$ cat src/rtl/fmc_adc_serdes_tx_pkg.sv
// Shared types and constants for the 2-lane serial ADC transmitter.
package fmc_adc_serdes_tx_pkg;
  localparam int c_BITS_PER_FRAME = 8;
  localparam int c_SAMPLE_WIDTH   = 14;

  typedef enum logic [1:0] {
    MODE_EXT   = 2'd0,
    MODE_TRI   = 2'd1,
    MODE_FIXED = 2'd2,
    MODE_ZERO  = 2'd3
  } t_tx_mode;

  typedef enum logic {
    IDLE = 1'b0,
    TX   = 1'b1
  } t_tx_state;

  typedef logic [c_SAMPLE_WIDTH-1:0] t_word;
endpackage

$ cat src/rtl/fmc_adc_serdes_tx_if.sv
// Sample-side and serial-side signal bundle of the transmitter.
interface fmc_adc_serdes_tx_if #(
  parameter int NB_CH = 4
);
  logic                   en_i;
  logic [1:0]             mode_i;
  logic [NB_CH-1:0][13:0] sample_i;
  logic                   sample_valid_i;
  logic                   sample_ready_o;
  logic                   fr_o;
  logic [NB_CH-1:0]       outa_o;
  logic [NB_CH-1:0]       outb_o;
  logic [15:0]            underrun_cnt_o;
  logic                   busy_o;

  modport master (
    output en_i, mode_i, sample_i, sample_valid_i,
    input  sample_ready_o, fr_o, outa_o, outb_o, underrun_cnt_o, busy_o
  );

  modport slave (
    input  en_i, mode_i, sample_i, sample_valid_i,
    output sample_ready_o, fr_o, outa_o, outb_o, underrun_cnt_o, busy_o
  );
endinterface

$ cat src/rtl/fmc_adc_pattern_gen.sv
// Internal word source: shared triangle, fixed word or zero.
// word_o already reflects the post-advance triangle value so the caller can
// load it in the same cycle it pulses adv_i.
module fmc_adc_pattern_gen
  import fmc_adc_serdes_tx_pkg::*;
#(
  parameter int          g_TRI_STEP      = 8,
  parameter int          g_TRI_LIMIT     = 400,
  parameter logic [13:0] g_FIXED_PATTERN = 14'h1555
) (
  input  logic     clk_i,
  input  logic     rst_n_i,
  input  logic     adv_i,
  input  t_tx_mode mode_i,
  output t_word    word_o
);
  localparam logic signed [13:0] c_LIM  = 14'(g_TRI_LIMIT);
  localparam logic signed [13:0] c_STEP = 14'(g_TRI_STEP);

  logic signed [13:0] tri_q, tri_d, nxt_val;
  logic               dir_q, dir_d, nxt_dir, flip; // dir: 0 = up

  // Flip direction once outside the limit, then step; commit only on adv_i.
  always_comb begin
    flip    = (tri_q > c_LIM) || (tri_q < -c_LIM);
    nxt_dir = dir_q ^ flip;
    nxt_val = nxt_dir ? (tri_q - c_STEP) : (tri_q + c_STEP);
    tri_d   = tri_q;
    dir_d   = dir_q;
    if (adv_i) begin
      tri_d = nxt_val;
      dir_d = nxt_dir;
    end
    word_o = '0;
    case (mode_i)
      MODE_TRI:   word_o = nxt_val;
      MODE_FIXED: word_o = g_FIXED_PATTERN;
      default:    word_o = '0;
    endcase
  end

  // Triangle state register.
  always_ff @(posedge clk_i or negedge rst_n_i) begin
    if (!rst_n_i) begin
      tri_q <= '0;
      dir_q <= 1'b0;
    end else begin
      tri_q <= tri_d;
      dir_q <= dir_d;
    end
  end
endmodule

$ cat src/rtl/fmc_adc_serdes_tx.sv
// LTC2174-style 2-lane serializer: per channel, odd bits on outa, even bits
// on outb, 8-cycle frame with fr high for the first four bit slots.
module fmc_adc_serdes_tx
  import fmc_adc_serdes_tx_pkg::*;
#(
  parameter int          g_NB_CHANNELS   = 4,
  parameter int          g_TRI_STEP      = 8,
  parameter int          g_TRI_LIMIT     = 400,
  parameter logic [13:0] g_FIXED_PATTERN = 14'h1555
) (
  input  logic               clk_i,
  input  logic               rst_n_i,
  fmc_adc_serdes_tx_if.slave bus
);
  localparam logic [2:0] c_LAST = 3'(c_BITS_PER_FRAME - 1);

  t_tx_state state_q, state_d;
  logic [2:0] cnt_q, cnt_d;   // bit slot currently on the output pins
  logic [g_NB_CHANNELS-1:0][c_SAMPLE_WIDTH-1:0] sr_q, sr_d, hold_q, hold_d, src;
  logic [g_NB_CHANNELS-1:0] outa_q, outa_d, outb_q, outb_d;
  logic [15:0] underrun_q, underrun_d;
  logic        fr_q, fr_d, load, ready, adv;
  t_tx_mode    mode;
  t_word       pat_word;

  assign mode  = t_tx_mode'(bus.mode_i);
  assign load  = bus.en_i && ((state_q == IDLE) || (cnt_q == c_LAST));
  assign ready = load && (mode == MODE_EXT);
  assign adv   = load && (mode == MODE_TRI);

  fmc_adc_pattern_gen #(
    .g_TRI_STEP      (g_TRI_STEP),
    .g_TRI_LIMIT     (g_TRI_LIMIT),
    .g_FIXED_PATTERN (g_FIXED_PATTERN)
  ) u_pat (
    .clk_i   (clk_i),
    .rst_n_i (rst_n_i),
    .adv_i   (adv),
    .mode_i  (mode),
    .word_o  (pat_word)
  );

  // Frame sequencing, held external word and underrun accounting.
  always_comb begin
    state_d    = state_q;
    cnt_d      = cnt_q;
    hold_d     = hold_q;
    underrun_d = underrun_q;
    if (load) begin
      state_d = TX;
      cnt_d   = '0;
    end else if (state_q == TX) begin
      if (cnt_q == c_LAST) begin
        state_d = IDLE;
        cnt_d   = '0;
      end else begin
        cnt_d = cnt_q + 3'd1;
      end
    end
    if (ready) begin
      if (bus.sample_valid_i) hold_d = bus.sample_i;
      else if (underrun_q != 16'hFFFF) underrun_d = underrun_q + 16'd1;
    end
    fr_d = (state_d == TX) && (cnt_d < 3'd4);
  end

  // Per-channel lane shifters: top two bits go out, the rest shift up by two.
  for (genvar g = 0; g < g_NB_CHANNELS; g++) begin : g_lane
    assign src[g]    = (mode != MODE_EXT) ? pat_word :
                       (bus.sample_valid_i ? bus.sample_i[g] : hold_q[g]);
    assign sr_d[g]   = load ? {src[g][11:0], 2'b00} : {sr_q[g][11:0], 2'b00};
    assign outa_d[g] = load ? src[g][13] :
                       ((state_q == TX) && (cnt_q < 3'd6)) ? sr_q[g][13] : 1'b0;
    assign outb_d[g] = load ? src[g][12] :
                       ((state_q == TX) && (cnt_q < 3'd6)) ? sr_q[g][12] : 1'b0;
  end

  // State and registered serial outputs.
  always_ff @(posedge clk_i or negedge rst_n_i) begin
    if (!rst_n_i) begin
      state_q    <= IDLE;
      cnt_q      <= '0;
      sr_q       <= '0;
      hold_q     <= '0;
      outa_q     <= '0;
      outb_q     <= '0;
      fr_q       <= 1'b0;
      underrun_q <= '0;
    end else begin
      state_q    <= state_d;
      cnt_q      <= cnt_d;
      sr_q       <= sr_d;
      hold_q     <= hold_d;
      outa_q     <= outa_d;
      outb_q     <= outb_d;
      fr_q       <= fr_d;
      underrun_q <= underrun_d;
    end
  end

  assign bus.sample_ready_o = ready;
  assign bus.fr_o           = fr_q;
  assign bus.outa_o         = outa_q;
  assign bus.outb_o         = outb_q;
  assign bus.underrun_cnt_o = underrun_q;
  assign bus.busy_o         = (state_q == TX);
endmodule
$ cat src/flat_wrapper.sv
// flat-port wrapper written by rule: the top's interface ports become plain ports
module fmc_adc_serdes_tx_flat import fmc_adc_serdes_tx_pkg::*;
#(
  parameter int          g_NB_CHANNELS   = 4,
  parameter int          g_TRI_STEP      = 8,
  parameter int          g_TRI_LIMIT     = 400,
  parameter logic [13:0] g_FIXED_PATTERN = 14'h1555
)
  (clk_i, rst_n_i, bus_en_i, bus_mode_i, bus_sample_i, bus_sample_valid_i, bus_sample_ready_o, bus_fr_o, bus_outa_o, bus_outb_o, bus_underrun_cnt_o, bus_busy_o);
  fmc_adc_serdes_tx_if bus_i ();
  input  logic clk_i;
  input  logic rst_n_i;
  input wire logic [$bits(bus_i.en_i)-1:0] bus_en_i;
  input wire logic [$bits(bus_i.mode_i)-1:0] bus_mode_i;
  input wire logic [$bits(bus_i.sample_i)-1:0] bus_sample_i;
  input wire logic [$bits(bus_i.sample_valid_i)-1:0] bus_sample_valid_i;
  output wire logic [$bits(bus_i.sample_ready_o)-1:0] bus_sample_ready_o;
  output wire logic [$bits(bus_i.fr_o)-1:0] bus_fr_o;
  output wire logic [$bits(bus_i.outa_o)-1:0] bus_outa_o;
  output wire logic [$bits(bus_i.outb_o)-1:0] bus_outb_o;
  output wire logic [$bits(bus_i.underrun_cnt_o)-1:0] bus_underrun_cnt_o;
  output wire logic [$bits(bus_i.busy_o)-1:0] bus_busy_o;
  assign bus_i.en_i = bus_en_i;
  assign bus_i.mode_i = bus_mode_i;
  assign bus_i.sample_i = bus_sample_i;
  assign bus_i.sample_valid_i = bus_sample_valid_i;
  assign bus_sample_ready_o = bus_i.sample_ready_o;
  assign bus_fr_o = bus_i.fr_o;
  assign bus_outa_o = bus_i.outa_o;
  assign bus_outb_o = bus_i.outb_o;
  assign bus_underrun_cnt_o = bus_i.underrun_cnt_o;
  assign bus_busy_o = bus_i.busy_o;
  fmc_adc_serdes_tx #(.g_NB_CHANNELS(g_NB_CHANNELS), .g_TRI_STEP(g_TRI_STEP), .g_TRI_LIMIT(g_TRI_LIMIT), .g_FIXED_PATTERN(g_FIXED_PATTERN)) u_core (.clk_i(clk_i), .rst_n_i(rst_n_i), .bus(bus_i));
endmodule
$ cat config.mk
export PLATFORM = sky130hd
export DESIGN_NAME = fmc_adc_serdes_tx_flat
export DESIGN_NICKNAME = d
export VERILOG_FILES = /design/src/rtl/fmc_adc_serdes_tx_pkg.sv /design/src/rtl/fmc_adc_serdes_tx_if.sv /design/src/rtl/fmc_adc_pattern_gen.sv /design/src/rtl/fmc_adc_serdes_tx.sv /design/src/flat_wrapper.sv
export SDC_FILE = /design/constraint.sdc
export NUM_CORES = 1
export LEC_CHECK = 0
export CORE_MARGIN = 2
export CORE_UTILIZATION = 56
export DETAILED_ROUTE_END_ITERATION = 10
export PLACE_DENSITY_LB_ADDON = 0.15
export SYNTH_ARGS = -nofsm -noshare
export SYNTH_HDL_FRONTEND = slang
export SYNTH_SLANG_ARGS = --single-unit
export TNS_END_PERCENT = 30
$ cat constraint.sdc
create_clock -name clk_i -period 4.1 [get_ports clk_i]
set_input_delay 1.23 -clock clk_i [delete_from_list [all_inputs] [get_ports clk_i]]
set_output_delay 1.23 -clock clk_i [all_outputs]
set_load 0.1 [all_outputs]
[After elaboration in Yosys (flattened, before gate mapping)]
Index checks and enable logic that the tools add are counted.
Cells by class
  multiplexer cells: 36
  equality and inequality tests: 4
  reductions and logical operators: 11
  bitwise logic cells: 3
  $add $sub $neg: 4
  $lt $le $gt $ge: 4
Operator list (number)
  $mux 14: 13
  $pmux 14 s2: 1
  $mux 1: 19
  $add 16x1->16 const B: 1
  $ne 16x16->1 const B: 1
  $add 14x5->14 const B: 1
  $gt 14x10->1 const B: 1
  $lt 14x10->1 const B: 1
  $sub 14x5->14 const B: 1
  $mux 3: 3
  $lt 3x3->1 const B: 2
  $logic_and 1x1->1: 5
  $add 3x1->3 const B: 1
  $eq 3x3->1 const B: 1
  $reduce_and 3->1: 1
  $eq 2x1->1 const B: 1
  $eq 2x2->1 const B: 1
  $logic_not 2->1: 1
  $logic_or 1x1->1: 2
  $not 1->1: 2
  $reduce_and 2->1: 1
  $reduce_bool 2->1: 1
  $xor 1x1->1: 1
Word-level totals
  flip-flop bits (word level): 156
  output and inout port bits: 27

[Logic depth before layout (Yosys ltp)]
Gate-level depths: netlist of run 1.
  depth after elaboration: 7
  depth in mapped cells: 11
  mapped depth without buffers: 11

[Cells and area by module]
Synthesis of run 1 repeated with hierarchy kept, for this count alone.
Unflattened totals
  cell total of the unflattened synthesis: 598
  area, all modules: 7209.4 sq um
By module, submodules not included
  fmc_adc_serdes_tx: instances 1, area each 6055.8 sq um, sequential area each 3328.2 sq um, cells each 473
  fmc_adc_pattern_gen: instances 1, area each 1153.6 sq um, sequential area each 300.3 sq um, cells each 125

[Least setup slack after synthesis of run 1]
No wires, ideal clock.
  path kind: input-to-output
  from: in bus_mode_i[0]
  to: out bus_sample_ready_o
  required time: 2.870 ns
  stages on the path: 5
  arrival time: 2.473 ns
  path buffers: 1
  slack: 0.397 ns
  path through: inv_1 > ha_1 > buf_2 > nand3_2 > inv_1
Between the ends
  word-level cells in the longest chain between the ends: 2
Ends and longest elaborated chain
  from (decl): line flat_wrapper.sv:14  | input wire logic [$bits(bus_i.mode_i)-1:0] bus_mode_i;
  $logic_not 2->1: line fmc_adc_serdes_tx.sv:28  | assign ready = load && (mode == MODE_EXT);
  $logic_and 1x1->1: line fmc_adc_serdes_tx.sv:28
  to (decl): line flat_wrapper.sv:17  | output wire logic [$bits(bus_i.sample_ready_o)-1:0] bus_sample_ready_o;
Every way passes these cells.

[Worst setup path after layout of run 1]
Ends and elaborated chain as after synthesis.

==> impl_metrics.py, run 1 <==
metrics = {
    "cts": {
        "cts_root_buf": "clkbuf_16",
        "cts.sinks": 145,
        "postCtsHoldBufs": 0,
        "clock_latency_ns": 0.42,
        "cts_setup_buffers": 0,
        "numCtsBuffers": 17,
        "cts.clk_slew.worst_paths_ns": 0.06,
        "cts_tree": "done",
        "htreeDepth": 4,
        "cts_resized": 0,
        "clockBufferDepth": 2,
    },
    "global_route": {
        "grt_use_total_pct": 24.7,
        "overflow": 0,
        "grt_max_degree": 87,
        "grt_pass1_wl_um": 25400,
        "antenna_found_initial": 0,
        "grt_pass1_vias": 5186,
    },
    "layout": {
        "diodes": 0,
        "syn_to_final_growth_pct": 23.2,
        "fin_nets": 772,
        "final_layout_size_suffix_gt1_share_pct": 21.1,
        "nFillCells": 936,
        "fin_util_pct": 71.3,
    },
    "placement": {
        "place_ws_ns": 0.412,
        "dp_hpwl_um": 10500,
        "port_buffers": 88,
        "gp_congestion": 0.836,
    },
    "sta": {
        "tns_ns": 0,
        "grt_setup_unrepaired": "false",
        "relSlewSlack_pct": 33.2,
        "tightest_slew_ns": 0.999,
        "min_period_ns": 3.69,
        "drv_slew": 0,
        "worst_slack_ns": 0.412,
        "timing.final.crit_share_pct": 90.0,
        "fmax_mhz": 271,
        "skew_ns": 0.00961,
        "hold_viol_final": 0,
        "holdWs_ns": 0.444,
        "setup_violations": 0,
    },
    "setup_path": {
        "path_depth": 6,
        "crit_type": "input port to output port",
        "crit_path_end_kind": "output port",
        "startpoint_type": "input port",
        "worstPathArrival_ns": 2.46,
        "worst_path_most_repeated_cell": "inv_1",
        "cp-startpoint": "bus_mode_i[0]",
        "rr_worst_depth": 11,
        "cpPeakStageDelay_ns": 0.43,
        "r2r_start": "u_core.u_pat.tri_q[5]$_DFFE_PN0P_",
        "worst-path-buf-inv": 4,
        "crit_family": "buffers and inverters",
        "cp_max_fo": 3,
        "crit_slowest_cell": "clkdlybuf4s50_1",
        "crit_required_ns": 2.87,
        "path_cells": "clkdlybuf4s50_1 -> inv_1 -> ha_2 -> nand3_2 -> inv_1 -> buf_12",
    },
    "drt": {
        "drtAntennaViolNets": 0,
        "first_iter_violations": 197,
        "avgRoutedWirePerCell_um": 17.5,
        "drc": 0,
        "wl_um": 15200,
        "avgViaCountPerCell": 5.62,
        "drtPass1Iterations": 4,
        "num_vias": 4899,
    },
    "pwr": {
        "power_density_nw_per_um2": 588,
        "p_leak_nw": 4.04,
        "ir_worst_vdd_v": 0.000395,
    },
    "run": {
        "drv_cap": 0,
    },
    "floorplan": {
        "die-area_um2": 13400,
        "dieWidth_um": 116,
        "rows": 40,
        "io_pins": 89,
        "start_util_pct": 57.9,
        "core_area_um2": 12100,
        "die_h_um": 116,
    },
    "synth": {
        "syn_inst": 606,
        "synth_edf_count": 0,
        "synth.distinct_cells": 46,
        "synth_area_um2": 7020,
        "yosysWarnings": 0,
        "syn_area_per_cell_um2": 11.6,
        "ys_top_cells_by_area": "dfrtp_1 (52%), mux2_2 (16%), a21oi_1 (4.8%), mux2i_1 (3.1%), ha_1 (3.0%)",
        "synth_top_area_cell": "dfrtp_1",
        "ys_async_sr_fraction_pct": 100,
        "seq_area_frac_synth_pct": 51.7,
        "synth_flop_cell": "dfrtp_1",
        "synth_nets": 686,
        "ys_ff_latch": 145,
        "netlist.area_leader.share_pct": 51.7,
    },
    "hold_path": {
        "hold_depth": 1,
        "hold_path_startpoint": "u_core.sr_q[44]$_DFF_PN0_",
        "hold_path.class": "flop to flop",
    },
    "run_status": {
        "status": "finished, final reports clean",
    },
}
==> routing by layer <==
layer	global-route usage, %	vias up	routed length [um]	share of wire [%]
li1	-	2321	-	-
met1	31.9	2462	6690	44
met2	40.8	100	7690	51
met3	6.22	16	570	3.8
met4	8.65	0	255	1.7
met5	0	-	0	0
==> sequential cells by signal, indices dropped and copies added, names as in the netlist <==
signal                     flops
u_core.cnt_q                   3
u_core.hold_q                 56
u_core.bus.fr_o                1
u_core.sr_q                   48
u_core.bus.outb_o              4
u_core.u_pat.dir_q             1
u_core.bus.underrun_cnt_o     16
u_core.u_pat.tri_q            11
u_core.bus.busy_o              1
u_core.bus.outa_o              4
==> cells in the final DEF (no fill, tap or decap), drive strengths merged, types with 2 or more instances in the layout <==
cell type	instances
dfrtp	145
mux2	98
clkdlybuf4s50	85
a21oi	68
nand2	51
nor2	43
clkbuf	25
mux2i	22
xnor2	19
o21ai	18
ha	17
buf	13
nand3	12
a21o	9
inv	7
nor2b	6
and2	5
a211oi	5
xor2	5
nand2b	4
and3	4
o32a	4
o31ai	4
a221oi	4
and4	4
a21boi	3
nand4	3
a211o	2
nor3	2
bufinv	2
clkinv	2
a311oi	2
==> logic make-up (layout without fill, tap and decap cells) <==
logic type               count (synthesis)  count (layout)  synth area share, %
flip-flops                             145             145                 51.7
buffers and inverters                   38             135                 2.34
AO/OA/AOI/OAI                          124             124                 11.3
multiplexers                           120             120                 18.9
XOR/XNOR                                25              25                 3.58
AND/OR/NAND/NOR                        136             136                 8.92
adder cells (fa/ha/maj)                 18              18                 3.32
==> power breakdown <==
part / switching [mW] / internal [mW]
sequential: 0.208 / 1.88
combinational: 0.873 / 0.620
clock: 0.554 / 0.952
total: 1.64 / 3.45
==> final timing paths <==
| path | to | slack (ns) |
|---|---|---|
| min in group asynchronous | u_core.hold_q[13]$_DFFE_PN0P_ | 0.89 |
| max reg2reg | u_core.bus.outb_o[2]$_DFF_PN0_ | 0.53 |
| max | bus_sample_ready_o | 0.41 |
| min | u_core.sr_q[46]$_DFF_PN0_ | 0.44 |
| max in group asynchronous | u_core.hold_q[29]$_DFFE_PN0P_ | 2.48 |
| min reg2reg | u_core.sr_q[46]$_DFF_PN0_ | 0.44 |
==> cell type report <==
class                      count  area (um^2)  area share, %
timing repair buffer          98          975           11.3
sequential                   145         3630           42.0
clock inverter                 5         77.6          0.898
clock buffer                  25          495           5.73
inverter                       7         26.3          0.304
multi-input combinational    423         3230           37.4
tap                          168          210           2.43
==> synth_stat cells (all sizes together), types with 5 or more instances <==
cell / instances
nor2b: 6
nor2: 43
a21oi: 68
nand3: 12
a21o: 9
mux2i: 22
mux2: 98
dfrtp: 145
inv: 7
clkbuf: 15
buf: 16
a211oi: 5
o21ai: 18
and2: 5
xor2: 5
xnor2: 19
nand2: 51
ha: 17
==> per-stage QoR <==
stage	instances	instance area, um^2	total power [mW]
after floorplan	606	7020	3.16
after global routing	871	8640	5.34
after CTS	871	8640	5.11
after global placement	841	8070	3.52
final	871	8640	5.08
after detailed placement	841	8070	3.59
No activity file was read; power rests on OpenSTA's default activity.
==> run 2: changes to the inputs <==
--- a/config.mk
+++ b/config.mk
@@ -7,6 +7,7 @@
 export LEC_CHECK = 0
 export CORE_MARGIN = 2
 export CORE_UTILIZATION = 56
+export CTS_CLUSTER_SIZE = 10
 export DETAILED_ROUTE_END_ITERATION = 10
 export PLACE_DENSITY_LB_ADDON = 0.15
 export SYNTH_ARGS = -nofsm -noshare
==> results of run 2 <==
No change in the layout: final DEF, timing and power equal those of run 1.
